`config.mk`:
```
export PLATFORM = sky130hd
export DESIGN_NAME = mem_access_unit
export DESIGN_NICKNAME = d
export VERILOG_FILES = /design/src/rtl/mem_access_unit.sv
export SDC_FILE = /design/constraint.sdc
export NUM_CORES = 1
export LEC_CHECK = 0
export CAP_MARGIN = 20
export CORE_MARGIN = 8
export CORE_UTILIZATION = 31
export CTS_CLUSTER_DIAMETER = 120
export DETAILED_ROUTE_END_ITERATION = 8
export GPL_ROUTABILITY_DRIVEN = 0
export MAX_ROUTING_LAYER = met4
export PLACE_DENSITY = 0.61
export RECOVER_POWER = 100
export SETUP_SLACK_MARGIN = 0.15
export SLEW_MARGIN = 0
export SYNTH_ARGS = -nofsm -noshare
export SYNTH_HDL_FRONTEND = slang
export SYNTH_SLANG_ARGS = --single-unit
```
`constraint.sdc`:
```
create_clock -name clk -period 7.4 [get_ports clk]
set_clock_uncertainty 0.15 [all_clocks]
set_input_delay 1.85 -clock clk [delete_from_list [all_inputs] [get_ports clk]]
set_output_delay 1.85 -clock clk [all_outputs]
set_load 0.02 [all_outputs]
```
`src/rtl/mem_access_unit.sv`:
```
// Memory-stage load/store unit: issues one word-aligned valid/ready bus request
// per legal access, stalls the pipeline while it is in flight, and formats load data.
module mem_access_unit #(
    parameter int DATA_WIDTH = 32
) (
    input  logic                  clk,
    input  logic                  rst,
    input  logic                  M_MemRead,
    input  logic                  M_MemWrite,
    input  logic [2:0]            M_funct3,
    input  logic [DATA_WIDTH-1:0] M_alu_result,
    input  logic [DATA_WIDTH-1:0] M_write_data,
    output logic [DATA_WIDTH-1:0] M_mem_data,
    output logic                  M_stall,
    output logic                  M_access_fault,
    output logic                  dbus_valid,
    output logic                  dbus_we,
    output logic [DATA_WIDTH-1:0] dbus_addr,
    output logic [DATA_WIDTH-1:0] dbus_wdata,
    output logic [3:0]            dbus_wstrb,
    input  logic                  dbus_ready,
    input  logic                  dbus_rvalid,
    input  logic [DATA_WIDTH-1:0] dbus_rdata
);

    typedef enum logic [1:0] {IDLE, REQ, RESP, DONE} state_t;

    state_t                state_reg, state_next;
    logic [2:0]            funct3_reg;
    logic [1:0]            lane_reg;
    logic                  access, fault_raw, legal;
    logic                  bad_funct3, misaligned;
    logic [DATA_WIDTH-1:0] store_wdata;
    logic [3:0]            store_wstrb;
    logic [7:0]            ld_byte;
    logic [15:0]           ld_half;
    logic [DATA_WIDTH-1:0] load_data;

    assign access     = M_MemRead | M_MemWrite;
    assign bad_funct3 = (M_funct3 == 3'b011) || (M_funct3 == 3'b110) || (M_funct3 == 3'b111)
                        || (M_MemWrite && M_funct3[2]);
    assign misaligned = ((M_funct3[1:0] == 2'b01) && M_alu_result[0])
                        || ((M_funct3[1:0] == 2'b10) && (M_alu_result[1:0] != 2'b00));
    assign fault_raw  = access && ((M_MemRead && M_MemWrite) || bad_funct3 || misaligned);
    assign legal      = access && !fault_raw;

    // Both combinational outputs are forced low while reset is held.
    assign M_access_fault = !rst && fault_raw;
    assign M_stall        = !rst && (((state_reg == IDLE) && legal)
                                     || (state_reg == REQ) || (state_reg == RESP));

    always_comb begin
        store_wdata = M_write_data;
        store_wstrb = 4'b1111;
        case (M_funct3[1:0])
            2'b00: begin
                store_wdata = {4{M_write_data[7:0]}};
                store_wstrb = 4'b0001 << M_alu_result[1:0];
            end
            2'b01: begin
                store_wdata = {2{M_write_data[15:0]}};
                store_wstrb = 4'b0011 << M_alu_result[1:0];
            end
            default: ;
        endcase
    end

    always_comb begin
        ld_byte   = dbus_rdata[{lane_reg, 3'b000} +: 8];
        ld_half   = lane_reg[1] ? dbus_rdata[31:16] : dbus_rdata[15:0];
        load_data = dbus_rdata;
        case (funct3_reg)
            3'b000:  load_data = {{24{ld_byte[7]}}, ld_byte};
            3'b001:  load_data = {{16{ld_half[15]}}, ld_half};
            3'b100:  load_data = {24'd0, ld_byte};
            3'b101:  load_data = {16'd0, ld_half};
            default: ;
        endcase
    end

    always_comb begin
        state_next = state_reg;
        case (state_reg)
            IDLE:    if (legal) state_next = REQ;
            REQ:     if (dbus_ready) state_next = dbus_we ? DONE : RESP;
            RESP:    if (dbus_rvalid) state_next = DONE;
            DONE:    state_next = IDLE;
            default: state_next = IDLE;
        endcase
    end

    always_ff @(posedge clk or posedge rst) begin
        if (rst) begin
            state_reg  <= IDLE;
            funct3_reg <= 3'b000;
            lane_reg   <= 2'b00;
            M_mem_data <= '0;
            dbus_valid <= 1'b0;
            dbus_we    <= 1'b0;
            dbus_addr  <= '0;
            dbus_wdata <= '0;
            dbus_wstrb <= 4'b0000;
        end else begin
            state_reg  <= state_next;
            dbus_valid <= (state_next == REQ);
            // Bus fields are captured once and stay frozen until the next access.
            if ((state_reg == IDLE) && legal) begin
                funct3_reg <= M_funct3;
                lane_reg   <= M_alu_result[1:0];
                dbus_we    <= M_MemWrite;
                dbus_addr  <= {M_alu_result[DATA_WIDTH-1:2], 2'b00};
                dbus_wdata <= store_wdata;
                dbus_wstrb <= M_MemWrite ? store_wstrb : 4'b0000;
            end
            if ((state_reg == RESP) && dbus_rvalid)
                M_mem_data <= load_data;
        end
    end

endmodule

```
; After elaboration in Yosys (flattened, before gate mapping)
; Cells that the tools add are included.
[op_classes]
eq_ne = 12
n_shift = 3
n_mux = 10
bitwise = 1
reduce_logical = 24
[op_table]
columns = cell, n
row1 = 32-bit one-hot mux with 4 select lines, 1
row2 = 32-bit one-hot mux with 2 select lines, 1
row3 = 32-bit by 6-bit variable part select with 8-bit output, 1
row4 = 16-bit two-way mux, 1
row5 = "3-bit == test, second input constant", 4
row6 = 1-bit logical AND, 10
row7 = 1-bit logical OR, 8
row8 = 2-bit one-hot mux with 4 select lines, 1
row9 = 4-bit one-hot mux with 2 select lines, 1
row10 = "2-bit by 1-bit == test with 1-bit output, second input constant", 3
row11 = "2-bit == test, second input constant", 3
row12 = 2-bit two-way mux, 3
row13 = 2-bit logical NOT, 2
row14 = 4-bit two-way mux, 1
row15 = "1-bit by 2-bit << shifter with 4-bit output, first input constant", 1
row16 = "2-bit by 2-bit << shifter with 4-bit output, first input constant", 1
row17 = "3-bit by 1-bit == test with 1-bit output, second input constant", 1
row18 = "3-bit by 2-bit == test with 1-bit output, second input constant", 1
row19 = 3-bit logical NOT, 1
row20 = 1-bit logical NOT, 2
row21 = 2-bit nonzero test, 1
row22 = 1-bit two-way mux, 1
row23 = 1-bit OR, 1
[totals]
regBits = 107
input_bits = 105
output_inout_bits = 104
wordCells = 59

; Logic depth before layout (Yosys ltp)
[depth]
word_depth = 13
ltp_mapped = 6
depth_no_buf = 4

; Least setup slack after synthesis
; OpenSTA, ideal clock, no wires.
[synth_path]
kind = input to output
from = input M_funct3[0]
to = output M_stall
arrival_time_ns = 3.256
required_time_ns = 5.400
path_slack_ns = 2.144
path_stages = 5
path_buffers = 1
path_cell_list = buf_6 > a21oi_1 > o211ai_1 > or4_1 > a31oi_1
[synth_between]
elab_chain_len = 13
word_cells_on_any_way = 20
classes_between = eq/ne: 5 / reduce/logical: 15
[synth_lines]
columns = element, line_no
row1 = from (decl), 10  ; input logic [2:0] M_funct3,
row2 = 3-bit by 2-bit == test with 1-bit output or 3-bit == test (tied branches), 40  ; assign bad_funct3 = (M_funct3 == 3'b011) || (M_funct3 == 3'b110) || (M_funct3 == 3'b111)
row3 = 1-bit logical OR (2 in a row), 40
row4 = 1-bit logical OR, 41  ; || (M_MemWrite && M_funct3[2]);
row5 = 1-bit logical OR, 44  ; assign fault_raw = access && ((M_MemRead && M_MemWrite) || bad_funct3 || misaligned);
row6 = 1-bit logical OR *, 44
row7 = 1-bit logical AND *, 44
row8 = 1-bit logical NOT *, 45  ; assign legal = access && !fault_raw;
row9 = 1-bit logical AND *, 45
row10 = 1-bit logical AND *, 49  ; assign M_stall = !rst && (((state_reg == IDLE) && legal)
row11 = 1-bit logical OR * (2 in a row), 50  ; || (state_reg == REQ) || (state_reg == RESP));
row12 = 1-bit logical AND *, 49
row13 = to (decl), 14  ; output logic M_stall,
; Mark *: on every way between the ends. The rest lies on a longest branch, timed or not.

; Worst setup path after layout
; Same ends and word-level chain as after synthesis.

==> metrics <==
outcome=finished, violations left; failing checks=max-capacitance violations, max-slew violations; Int Pwr=0.001753 W; H-tree Lvls=3; Yosys reg bits=107; reg-to-reg slack, setup=3780 ps; Net Sw Power=0.001199 W; first-pass GRT wire length=25,820 um; maxcap violations=3; Flop pwr share=36.3%; Hold Path Cell Cnt=2; power share of the clock group=15.5%; final hold vios=0; Cell Area, Synth=0.005246 sq mm; Filler Cell Count=1,573; synth warn=0; Final #Nets=742; P per Cell Area=392.9 mW/mm^2; final hold slack=326.9 ps; biggest regs=M_mem_data x32, dbus_wdata x32, dbus_addr x30; Req. time, crit path=5400 ps; Slew headroom=-64.21%; r2r worst-path depth=3; wire per inst=18.88 um; clock tree buffer depth=2; hold_sp=M_mem_data[3]; post-synth cell types=31; final WL=16,270 um; vias in the first global route=4,577; post-DP HPWL=12,120 um; Avg Inst Size Synth=11.87 sq um; final setup fails=0; min-delay worst type=reg2reg; initial antenna violation count=0; CTS tree=built; DRT iter0 DRCs=238; die height=146.1 um; Min-Delay Endpoint=M_mem_data[3]; Vias/cell=4.833; worst ir drop on vdd=0.1968 mV; register area=0.002678 sq mm; cells after synthesis=442; share of cells above drive strength 1=7.632%; TritonRoute pass-1 iters=4; Max Freq=150.3 MHz; Vias=4,166; fin crit period=6653 ps; cell at the root of the clock tree=clkbuf_16; Overflow after GRT=0; area taken by multi-input logic gates=0.002155 sq mm; Worst setup SP type=primary input; sw frac=40.62%; Setup TNS=0 ps; fin. max-slew vios=162; io pins=209; clk sinks=107; Initial Utilization=31.64%; crit path DAT=4650 ps; Final period util=89.91%; clock latency on the worst-skew pair=350 ps; Logic pwr share=48.3%; Worst-path clk slew=70 ps; Worst Setup SP=M_funct3[0]; DRC=0; largest net degree at the start of global routing=69; port buffer count=206; worst r2r src=state_reg[0]; antenna viol nets, final=0; r2r endpoint=dbus_wdata[31]; area grow syn2layout=43.21%; die footprint=0.02134 sq mm; gr usage total=15.64%; sequential share of the synthesized area=51.04%; Die Wd=146.1 um; Finished Cell Area=0.007513 sq mm; nature of the critical path endpoint=output port; kind of critical path=in2out; CTS buffer count=9; Worst-Margin Slew=2450 ps; cts hold-fix bufs=0; Critical Path Fanout Max=13; post-placement cell area=0.007478 sq mm; row cnt=47; ANT cells=0; RSZ-0062 raised after global routing=no; Leak Pwr=3.288 nW; core area=0.01658 sq mm; post-CTS setup buffers=0; cts repair resizes=0
[Yosys cell counts]
cell type  number  share of area, %
or4_1           1              0.14
a22oi_1         9               1.3
mux2_4         50                14
nor3_2          1              0.19
nor4_4          1              0.41
clkbuf_1       20               1.4
inv_1           8              0.57
nor2_1          9              0.64
nor3_1          2              0.19
buf_1           1             0.071
a21o_1          7               1.0
buf_4           2              0.29
o31ai_1         7               1.0
dfrtp_1       107                51
nor2b_1         9               1.1
nand2b_1        3              0.36
mux2i_1        13               2.5
o21a_1          2              0.29
or2_2           1              0.12
buf_6           8               1.7
nand2_1        53               3.8
a21oi_1        16               1.5
o21ai_0        30               2.9
mux2_1         17               3.6
mux2_2         26               5.6
a2bb2oi_1       1              0.17
conb_1          1             0.071
nand3b_1        1              0.14
nand3_1        32               3.1
a31oi_1         1              0.12
o211ai_1        3              0.43
[through the flow]
| step | worst slack [ps] | cells | total power, W | util (%) |
|---|---|---|---|---|
| 6_report | 746.7 | 862 | 0.002952 | 45.31 |
| 5_1_grt | 543.9 | 862 | 0.003146 | 45.31 |
| 4_1_cts | 1157 | 862 | 0.003241 | 46.72 |
| 3_5_place_dp | 1170 | 846 | 0.002765 | 45.10 |
| 3_3_place_gp | 1183 | 846 | 0.002741 | 45.10 |
| 2_1_floorplan | 2144 | 443 | 0.001965 | - |
[cell families after synthesis]
logic type	after synthesis	share of synthesized area (%)
and+or+nand+nor	113	10.11
DFF	107	51.04
muxes	106	26.02
AOI/OAI and AO/OA	76	8.681
buffers and inverters	39	4.078
other	1	0.07148
[how the worst max path moves through the flow]
| stage | slack, ps | endpoint | depth (start not counted) |
|---|---|---|---|
| 4_1_cts | 1160 | M_stall | 7 |
| 6_report | 750 | M_stall | 7 |
| 2_1_floorplan | 2140 | M_stall | 5 |
| 5_1_grt | 540 | M_stall | 7 |
| 3_5_place_dp | 1170 | M_stall | 7 |
| 3_3_place_gp | 1180 | M_stall | 7 |
[cells in the final DEF (no fill, tap or decap), drive strengths merged]
| cell | instances |
|---|---|
| dfrtp | 107 |
| dlygate4sd3 | 106 |
| clkdlybuf4s50 | 100 |
| mux2 | 93 |
| nand2 | 53 |
| nand3 | 32 |
| o21ai | 30 |
| a21oi | 16 |
| clkbuf | 15 |
| mux2i | 13 |
| nor2 | 9 |
| nor2b | 9 |
| a22oi | 9 |
| inv | 8 |
| a21o | 7 |
| o31ai | 7 |
| clkinv | 4 |
| nor3 | 3 |
| o211ai | 3 |
| nand2b | 3 |
| buf | 3 |
| o21a | 2 |
| conb | 2 |
| clkinvlp | 2 |
| nand3b | 1 |
| nor4 | 1 |
| or4 | 1 |
| a31oi | 1 |
| or2 | 1 |
| a2bb2oi | 1 |
[power by group through the flow]
stage               sequential (W)  clock (W)  combinational [W]
floorplan                  0.00136          0           0.000607
global placement           0.00109          0            0.00165
detailed placement         0.00110          0            0.00167
CTS                        0.00110   0.000471            0.00167
global route               0.00111   0.000493            0.00154
finish                     0.00107   0.000456            0.00143
[cell type report]
| type | count | area share, % |
|---|---|---|
| multi-input combinational | 297 | 28.68 |
| timing repair buffer | 214 | 28.03 |
| clock buffer | 10 | 3.047 |
| sequential | 107 | 35.64 |
| tap | 220 | 3.664 |
| clock inverter | 6 | 0.5329 |
| inverter | 8 | 0.4163 |
[per-layer routing]
layer  vias to the layer above  GRT usage, %  routed length (um)
li1                       1944             -                   -
met1                      2012         19.23                7228
met2                       194         23.26                7210
met3                        16         5.995                1593
met4                         0         5.152                 241
met5                         -             -                   0
[worst max-delay path, cell delays in order]
cell and delay, ps:
dlygate4sd3_1 550, clkbuf_1 350, nor3_1 310, o211ai_1 150, or4_1 570, a31oi_1 190
dlygate4sd3_1 690
No activity file was read; power rests on OpenSTA's default activity.
